`src/rtl/stopwatch_pkg.sv`:
```
// Shared types and constants for the stopwatch front-panel controller.
// The state encodings are visible on the status LEDs, so they are fixed.
package stopwatch_pkg;

    typedef enum logic [1:0] {
        ST_IDLE     = 2'b00,
        ST_RUNNING  = 2'b01,
        ST_PAUSED   = 2'b10,
        ST_LAP_HOLD = 2'b11
    } stopwatch_state_t;

    localparam int CTRL_ENABLE_BIT = 0;
    localparam int CTRL_CLEAR_BIT  = 1;

endpackage

```
`src/rtl/button_debouncer.sv`:
```
// Synchronises a raw push-button, debounces it, and emits a one-cycle press
// pulse on each debounced rising edge. Releases produce no event.
module button_debouncer #(
    parameter int DEBOUNCE_CYCLES = 4
) (
    input  logic clock,
    input  logic reset_n,
    input  logic button,
    output logic level,
    output logic press
);

    localparam int CW = $clog2(DEBOUNCE_CYCLES + 1);
    localparam logic [CW-1:0] CNT_LAST = CW'(DEBOUNCE_CYCLES - 1);

    logic          sync1_q, sync2_q;
    logic          stable_q, stable_prev_q;
    logic          press_q;
    logic [CW-1:0] cnt_q;

    always_ff @(posedge clock) begin
        if (!reset_n) begin
            sync1_q       <= 1'b0;
            sync2_q       <= 1'b0;
            stable_q      <= 1'b0;
            stable_prev_q <= 1'b0;
            press_q       <= 1'b0;
            cnt_q         <= '0;
        end else begin
            sync1_q       <= button;
            sync2_q       <= sync1_q;
            stable_prev_q <= stable_q;
            press_q       <= stable_q & ~stable_prev_q;
            // The DEBOUNCE_CYCLES-th consecutive differing sample flips the level.
            if (sync2_q == stable_q) begin
                cnt_q <= '0;
            end else if (cnt_q == CNT_LAST) begin
                stable_q <= sync2_q;
                cnt_q    <= '0;
            end else begin
                cnt_q <= cnt_q + 1'b1;
            end
        end
    end

    assign level = stable_q;
    assign press = press_q;

endmodule

```
`src/rtl/stopwatch_controller.sv`:
```
// Stopwatch front panel: two debounced buttons drive the run/pause/lap/clear
// state machine that controls the millisecond timer and the display source.
module stopwatch_controller
    import stopwatch_pkg::*;
#(
    parameter int CLOCK_FREQUENCY = 50000000,
    parameter int DEBOUNCE_MS     = 10
) (
    input  logic        clock,
    input  logic        reset_n,
    input  logic        button_start_stop,
    input  logic        button_lap_reset,
    input  logic [31:0] millisec_counter,
    output logic [7:0]  control_register,
    output logic [31:0] lap_time,
    output logic        lap_valid,
    output logic [31:0] display_value,
    output logic [1:0]  state
);

    localparam int DEBOUNCE_CYCLES = (CLOCK_FREQUENCY / 1000) * DEBOUNCE_MS;

    logic             ss_press, lr_press;
    logic [1:0]       levels_unused;
    stopwatch_state_t state_q, state_d;
    logic             clear_q, clear_d;
    logic [31:0]      lap_q, lap_d;
    logic             lap_valid_q, lap_valid_d;

    button_debouncer #(.DEBOUNCE_CYCLES(DEBOUNCE_CYCLES)) u_db_ss (
        .clock   (clock),
        .reset_n (reset_n),
        .button  (button_start_stop),
        .level   (levels_unused[0]),
        .press   (ss_press)
    );

    button_debouncer #(.DEBOUNCE_CYCLES(DEBOUNCE_CYCLES)) u_db_lr (
        .clock   (clock),
        .reset_n (reset_n),
        .button  (button_lap_reset),
        .level   (levels_unused[1]),
        .press   (lr_press)
    );

    // Start/stop is checked first in every state, so it wins over lap/reset.
    always_comb begin
        state_d     = state_q;
        clear_d     = 1'b0;
        lap_d       = lap_q;
        lap_valid_d = 1'b0;
        case (state_q)
            ST_IDLE: begin
                if (ss_press)      state_d = ST_RUNNING;
                else if (lr_press) clear_d = 1'b1;
            end
            ST_RUNNING: begin
                if (ss_press) begin
                    state_d = ST_PAUSED;
                end else if (lr_press) begin
                    state_d     = ST_LAP_HOLD;
                    lap_d       = millisec_counter;
                    lap_valid_d = 1'b1;
                end
            end
            ST_LAP_HOLD: begin
                if (ss_press)      state_d = ST_PAUSED;
                else if (lr_press) state_d = ST_RUNNING;
            end
            ST_PAUSED: begin
                if (ss_press) begin
                    state_d = ST_RUNNING;
                end else if (lr_press) begin
                    state_d = ST_IDLE;
                    clear_d = 1'b1;
                end
            end
            default: state_d = ST_IDLE;
        endcase
    end

    // Clear is held asserted during reset so the timer starts from zero.
    always_ff @(posedge clock) begin
        if (!reset_n) begin
            state_q     <= ST_IDLE;
            clear_q     <= 1'b1;
            lap_q       <= '0;
            lap_valid_q <= 1'b0;
        end else begin
            state_q     <= state_d;
            clear_q     <= clear_d;
            lap_q       <= lap_d;
            lap_valid_q <= lap_valid_d;
        end
    end

    always_comb begin
        control_register                  = '0;
        control_register[CTRL_ENABLE_BIT] = (state_q == ST_RUNNING) || (state_q == ST_LAP_HOLD);
        control_register[CTRL_CLEAR_BIT]  = clear_q;
    end

    assign lap_time      = lap_q;
    assign lap_valid     = lap_valid_q;
    assign display_value = (state_q == ST_LAP_HOLD) ? lap_q : millisec_counter;
    assign state         = state_q;

endmodule

```
`config.mk`:
```
export PLATFORM = sky130hd
export DESIGN_NAME = stopwatch_controller
export DESIGN_NICKNAME = d
export VERILOG_FILES = /design/src/rtl/stopwatch_pkg.sv /design/src/rtl/button_debouncer.sv /design/src/rtl/stopwatch_controller.sv
export SDC_FILE = /design/constraint.sdc
export NUM_CORES = 1
export LEC_CHECK = 0
export ABC_AREA = 1
export ABC_CLOCK_PERIOD_IN_PS = 2900
export CORE_MARGIN = 10
export CORE_UTILIZATION = 55
export CTS_BUF_LIST = sky130_fd_sc_hd__clkbuf_8
export CTS_CLUSTER_DIAMETER = 40
export CTS_CLUSTER_SIZE = 20
export DETAILED_ROUTE_END_ITERATION = 7
export PLACE_DENSITY = 0.88
export SLEW_MARGIN = 20
export SYNTH_ARGS = -nofsm -noshare
export SYNTH_HDL_FRONTEND = slang
export SYNTH_HIERARCHICAL = 1
export SYNTH_SLANG_ARGS = --single-unit
export TNS_END_PERCENT = 10
```
`constraint.sdc`:
```
create_clock -name clock -period 2.9 [get_ports clock]
set_clock_uncertainty 0.1 [all_clocks]
set_input_delay 0.58 -clock clock [delete_from_list [all_inputs] [get_ports clock]]
set_output_delay 0.58 -clock clock [all_outputs]
set_load 0.005 [all_outputs]
```
==> impl_results.md, run 1 <==
* Status: complete, no violations
* DIE AREA at ~12,000 um^2
* Initial antenna violation count at 0
* Post-DRT Antenna Nets at 0
* Slew HR at between 50% and 60%
* CTS H-tree lvls at 3
* Worst setup SP type: flip-flop
* Worst-margin pin slew at between 0.7 and 0.8 ns
* Final Max Slew Viols at 0
* Post-synth EDFFs at 0
* Drt pass-1 iters at 5
* TritonCTS clock tree: done
* CP Capture Type: output pin
* DRC at 0
* Final HPWL DP at roughly 8500 um
* F_max at about 0.37 GHz
* Cell variety after synth at 27
* Hold Crit Depth at 1
* CP cell instances: nand2_2 -> buf_12 -> a21oi_1 -> clkdlybuf4s50_1
* WL final at roughly 11,000 um
* Worst-Skew Late Latency at 0.35 ns
* Final net count at 805
* Post-Syn Area at 4380 um^2
* Die X at about 110 um
* CP Buf/Inv Count at 2
* Vias at 4,311
* Post-CTS Setup Repair Bufs at 0
* GP Congestion at about 0.94
* Cell area power density at approximately 400 nW/um^2
* Fin. Hold Viols at 0
* I/O Buffers at ~100
* Final-report setup violation count at 0
* FF-to-FF setup slack at ~1.1 ns
* Mean Syn Cell Area at approximately 6.5 um^2
* Final core occ at 72.7%
* Crit. path cell count at 4
* FF-to-FF path depth at 5
* Vias in the first global route at between 3k and 4k
* Seq cells post-synth at 84
* Hold Slack at between 0.2 and 0.3 ns
* Power after layout at ~2.2 mW
* Slowest stage delay, CP at roughly 0.55 ns
* Leakage power at 2.35 nW
* Layout cells sized above 1 at between 7 and 8%
* Crit-path max FO at 44
* Core box area at about 7700 um^2
* Total grt overflow at 0
* Largest net degree at the start of global routing at between 40 and 50
* Ys async rst share at 0%
* Clock tree sinks at 84
* Chip height at between 100 and 150 um
* CTS Root Cell: clkbuf_8
* Fin crit share at between 90% and 100%
* Sum Neg Setup Slack at 0 ns
* Yosys top cell area share at between 30% and 40%
* Reg clk slew, reported paths at approximately 0.08 ns
* Sequential-to-total area share from yosys stat at between 30% and 40%
* Initial Utilization at a little under three fifths
* Post-synth top flop: dfxtp_1
* Num CTS Buffers at 9
* Synth warn at 6
* Worst Hold Class: reg -> reg
* Peak supply drop at approximately 0.0003 V
* Clock Tree Buf Depth at 2
* Rows at 32
* Critical path class: reg -> out
* Area delta synth->final at 28.1%
* DR iter-0 viols at ~200
* Post_cts resized at 0
* Top cells by area, synth: dfxtp_1, nor2_1, nand2_1
* First-pass GRT wire length at roughly 18,000 um
* Tot GR Track Use at 18.1%
* Data required, critical path at roughly 2.2 ns
* Vias per cell at 4.93
* Worst EP arrival at 2.00 ns
* Syn Inst Count at roughly 670
* Crit-path leading delay family: buffers and inverters
* WL/cell at ~13 um
* Fill cells at roughly 630
* Most area-hungry cell type in the Yosys netlist: dfxtp_1
* N_diodes at 0
* Unrepaired setup endpoints after global routing: false
* Slowest-stage cell, CP: dfxtp_1
* Post-CTS Hold Buffers at 0
* Maxcap violations at 0
* IO Pins at roughly 110
* Final min period at approximately 2.7 ns
-- cell families (layout without fill, tap and decap cells) --
family / after synthesis / in the layout / synth area share (%)
AO/OA/AOI/OAI: 51 / 51 / 5.99
adder cells (fa/ha/maj): 2 / 2 / 0.571
AND/OR/NAND/NOR: 407 / 407 / 40.2
flip-flops: 84 / 84 / 38.4
other: 1 / 6 / 0.0856
buffers and inverters: 114 / 209 / 12.2
XOR/XNOR: 13 / 13 / 2.60
-- sequential cells by signal, indices dropped and copies added, names as in the netlist --
signal                 count
u_db_lr/stable_prev_q      1
u_db_ss/sync2_q            1
lap_time                  32
u_db_ss/press              1
u_db_ss/sync1_q            1
u_db_ss/level              1
u_db_lr/sync1_q            1
u_db_ss/cnt_q             19
u_db_lr/cnt_q             19
state                      2
u_db_ss/stable_prev_q      1
u_db_lr/level              1
u_db_lr/press              1
lap_valid                  1
clear_q                    1
u_db_lr/sync2_q            1
-- cells in the final DEF (no fill, tap or decap), types with 9 or more instances in the layout --
| master | n |
|---|---|
| nor2_1 | 173 |
| nand2_1 | 133 |
| clkdlybuf4s50_1 | 104 |
| dfxtp_1 | 84 |
| inv_1 | 83 |
| nand3_1 | 58 |
| a21oi_1 | 46 |
| nor2_2 | 13 |
| clkbuf_8 | 9 |
| xor2_1 | 9 |
-- path summary, 6_finish.rpt --
check	endpoint	from
max	display_value[22]	state[0]
min reg2reg	u_db_ss/press	u_db_ss/stable_prev_q
min	u_db_ss/press	u_db_ss/stable_prev_q
max reg2reg	lap_time[11]	state[0]
-- layout make-up --
type | instances | area [um^2] | area share, %
Timing Repair Buffer | 108 | 1080 | 19.3
Clock inverter | 7 | 92.6 | 1.65
Tap cell | 102 | 128 | 2.27
Sequential cell | 84 | 1680 | 29.9
Inverter | 85 | 319 | 5.68
Multi-Input combinational cell | 479 | 2190 | 38.9
Clock buffer | 9 | 124 | 2.21
-- through the flow --
step / setup slack [ns] / instances / cell area (um^2)
final: 0.218 / 874 / 5620
after global routing: 0.134 / 874 / 5620
after CTS: 0.228 / 874 / 5620
after detailed placement: 0.424 / 858 / 5400
after global placement: 0.417 / 858 / 5400
after floorplan: 1.27 / 677 / 4400
-- power breakdown --
part	internal (mW)	switching [mW]
Sequential	1.16	0.00215
Combinational	0.0989	0.0673
Clock	0.482	0.427
Total	1.74	0.497
-- layer usage --
layer  GRT usage, %  vias up  share of wire [%]
met5              0        -                  0
met4           5.48        0                1.5
met3           4.66       17                8.1
met2           31.4      152                 47
met1           21.4     1917                 43
li1               -     2225                  -
-- Yosys cell counts, types with 7 or more instances --
cell type	n
nor2_1	174
nand2_1	133
dfxtp_1	84
inv_1	82
nand3_1	58
a21oi_1	46
nor2_2	12
buf_2	10
xor2_1	9
nand2_2	8
buf_4	7
buf_6	7
nor2_4	7
(Power assumes the default switching activity.)
==> run 2, diff against run 1 <==
CORE_MARGIN = not set   (was 10)
==> impl_results.md, run 2 (same netlist as run 1, synthesis figures left out) <==
* Die X at 91.3 um (-16%)
* Fin. Hold Viols at 0 (unchanged)
* Reg clk slew, reported paths at 0.08 ns (about the same)
* Worst reg2reg startpoint: state[0]
* Final net count at 804 (-0.12%)
* Vias in the first global route at 4,045 (+3.6%)
* Cell area power density at 383 nW/um^2 (-3.8%)
* CP Capture Type: output pin
* CTS H-tree lvls at 3 (unchanged)
* Clock tree sinks at 84 (unchanged)
* Final min period at 2.63 ns (-0.0488 ns)
* Worst Hold Class: reg -> reg
* Worst EP arrival at 1.95 ns (-0.05 ns)
* Chip height at 91.3 um (-16%)
* FF-to-FF path depth at 5 (unchanged)
* Worst R2R End: lap_time[10]
* Vias at 4,329 (+0.42%)
* Fin worst setup slack at 0.266 ns (+0.0488 ns)
* DIE AREA at 8330 um^2 (-30%)
* Area occupied by multi-input gates at 2190 um^2 (unchanged)
* Area delta synth->final at 27.4%
* Post-CTS Hold Buffers at 0 (unchanged)
* DR iter-0 viols at 217 (+8.0%)
* Placed cell count at 857 (-0.12%)
* Min-delay src: u_db_ss/stable_prev_q
* Post-CTS Setup Repair Bufs at 0 (unchanged)
* Layout cells sized above 1 at 7.65% (-0.25 points)
* Largest net degree at the start of global routing at 65 (+44%)
* Peak supply drop at 0.000266 V (-9.7%)
* Most frequent cells in the layout: nor2_1, nand2_1, clkdlybuf4s50_1, inv_1, dfxtp_1
* Tot GR Track Use at 26.0% (+7.9 points)
* FF/Latch Area at 1680 um^2 (unchanged)
* Worst setup SP type: flip-flop
* Post_cts resized at 0 (unchanged)
* Worst-margin pin slew at 0.738 ns (+0.00606 ns)
* N_diodes at 0 (unchanged)
* FF-to-FF setup slack at 1.18 ns (+0.04 ns)
* Fin crit share at 90.8% (-1.7 points)
* Data required, critical path at 2.22 ns (about the same)
* Final HPWL DP at 7420 um (-13%)
* Core box area at 7730 um^2 (unchanged)
* Fill cells at 633 (+0.96%)
* Hold Path Sink: u_db_ss/press
* F_max at 0.380 GHz (+1.9%)
* Initial Utilization at 56.7% (unchanged)
* Maxcap violations at 0 (unchanged)
* Final Max Slew Viols at 0 (unchanged)
* Vias per cell at 4.96 (+0.53%)
* Rows at 32 (unchanged)
* First-pass GRT wire length at 17,700 um (-0.93%)
* I/O Buffers at 104 (unchanged)
* IO Pins at 111 (unchanged)
* Unrepaired setup endpoints after global routing: false
* Num CTS Buffers at 9 (unchanged)
* Critical path class: reg -> out
* Worst-Skew Late Latency at 0.35 ns (about the same)
* WL/cell at 11.7 um (-9.1%)
* TritonCTS clock tree: done
* Leakage power at 2.33 nW (-0.69%)
* Slew HR at 50.7% (-0.40 points)
* Post-DRT Antenna Nets at 0 (unchanged)
* Most common cell after layout, fill and taps aside: nor2_1
* GP Congestion at 0.910 (-3.5%)
* CTS Root Cell: clkbuf_8
* Clock Tree Buf Depth at 2 (unchanged)
* Drt pass-1 iters at 5 (unchanged)
* Sum Neg Setup Slack at 0 ns (unchanged)
* Hold Crit Depth at 1 (unchanged)
* Final-report setup violation count at 0 (unchanged)
* Cell Count, Final, Fillers Out at 873 (-0.11%)
* Crit-path max FO at 64 (+45%)
* DRC at 0 (unchanged)
* Initial antenna violation count at 0 (unchanged)
* Total grt overflow at 0 (unchanged)
* WL final at 10,200 um (-9.2%)
* Largest register FFs at 32 (unchanged)
* Status: complete, no violations
* DP Worst Slack at 0.418 ns (-0.00608 ns)
run 2: changes by cell type in the layout (fill, tap and decap cells not counted), sizes merged:
cell / change
clkinv: -2
buf: -1
inv: +2
bufinv: -1
clkinvlp: +1
run 2: routing by layer:
metal	vias up	part of all wire (%)	global-route usage, %
met4	0	1.9	10.7
met1	1962	45	31.5
met5	-	0	0
li1	2221	-	-
met3	16	5.2	6.28
met2	130	48	43.9
run 2: layout make-up:
type	count	area share, %
clock buffers	9	2.22
clock inverters	7	1.23
inverters	85	5.71
multi-input cells	479	39.2
flip-flops and latches	84	30.1
well taps	102	2.29
repair buffers	107	19.3
run 2: critical path, cell delays in order, from the launching register on:
cell	delay, ns
dfxtp_1	0.52
nand2_2	0.11
buf_12	0.21
a21oi_1	0.23
clkdlybuf4s50_1	0.53
run 2: worst max path at each step:
| stage | start | end | slack [ns] | cells past startpoint |
|---|---|---|---|---|
| 5_1_grt | state[0] | display_value[23] | 0.13 | 5 |
| 3_3_place_gp | millisec_counter[23] | display_value[23] | 0.42 | 4 |
| 3_5_place_dp | millisec_counter[23] | display_value[23] | 0.42 | 4 |
| 4_1_cts | state[0] | display_value[23] | 0.24 | 4 |
| 6_report | state[0] | display_value[23] | 0.27 | 4 |
| 2_1_floorplan | state[0] | display_value[0] | 1.27 | 3 |
run 2: through the flow:
step | power (mW) | cell area [um^2] | utilization (%) | hold WS, ns
CTS | 2.16 | 5580 | 72.3 | 0.285
finish | 2.14 | 5580 | 72.3 | 0.289
global placement | 1.34 | 5390 | 69.8 | 0.273
global route | 2.25 | 5580 | 72.3 | 0.303
detailed placement | 1.35 | 5390 | 69.8 | 0.275
floorplan | 1.25 | 4400 | - | 0.268
run 2: where the power goes:
| part | leakage (nW) | internal, mW | switching [mW] |
|---|---|---|---|
| Combinational | 1.56 | 0.0986 | 0.0640 |
| Clock | 0.0945 | 0.395 | 0.421 |
| Sequential | 0.678 | 1.16 | 0.00211 |
| Total | 2.33 | 1.65 | 0.487 |
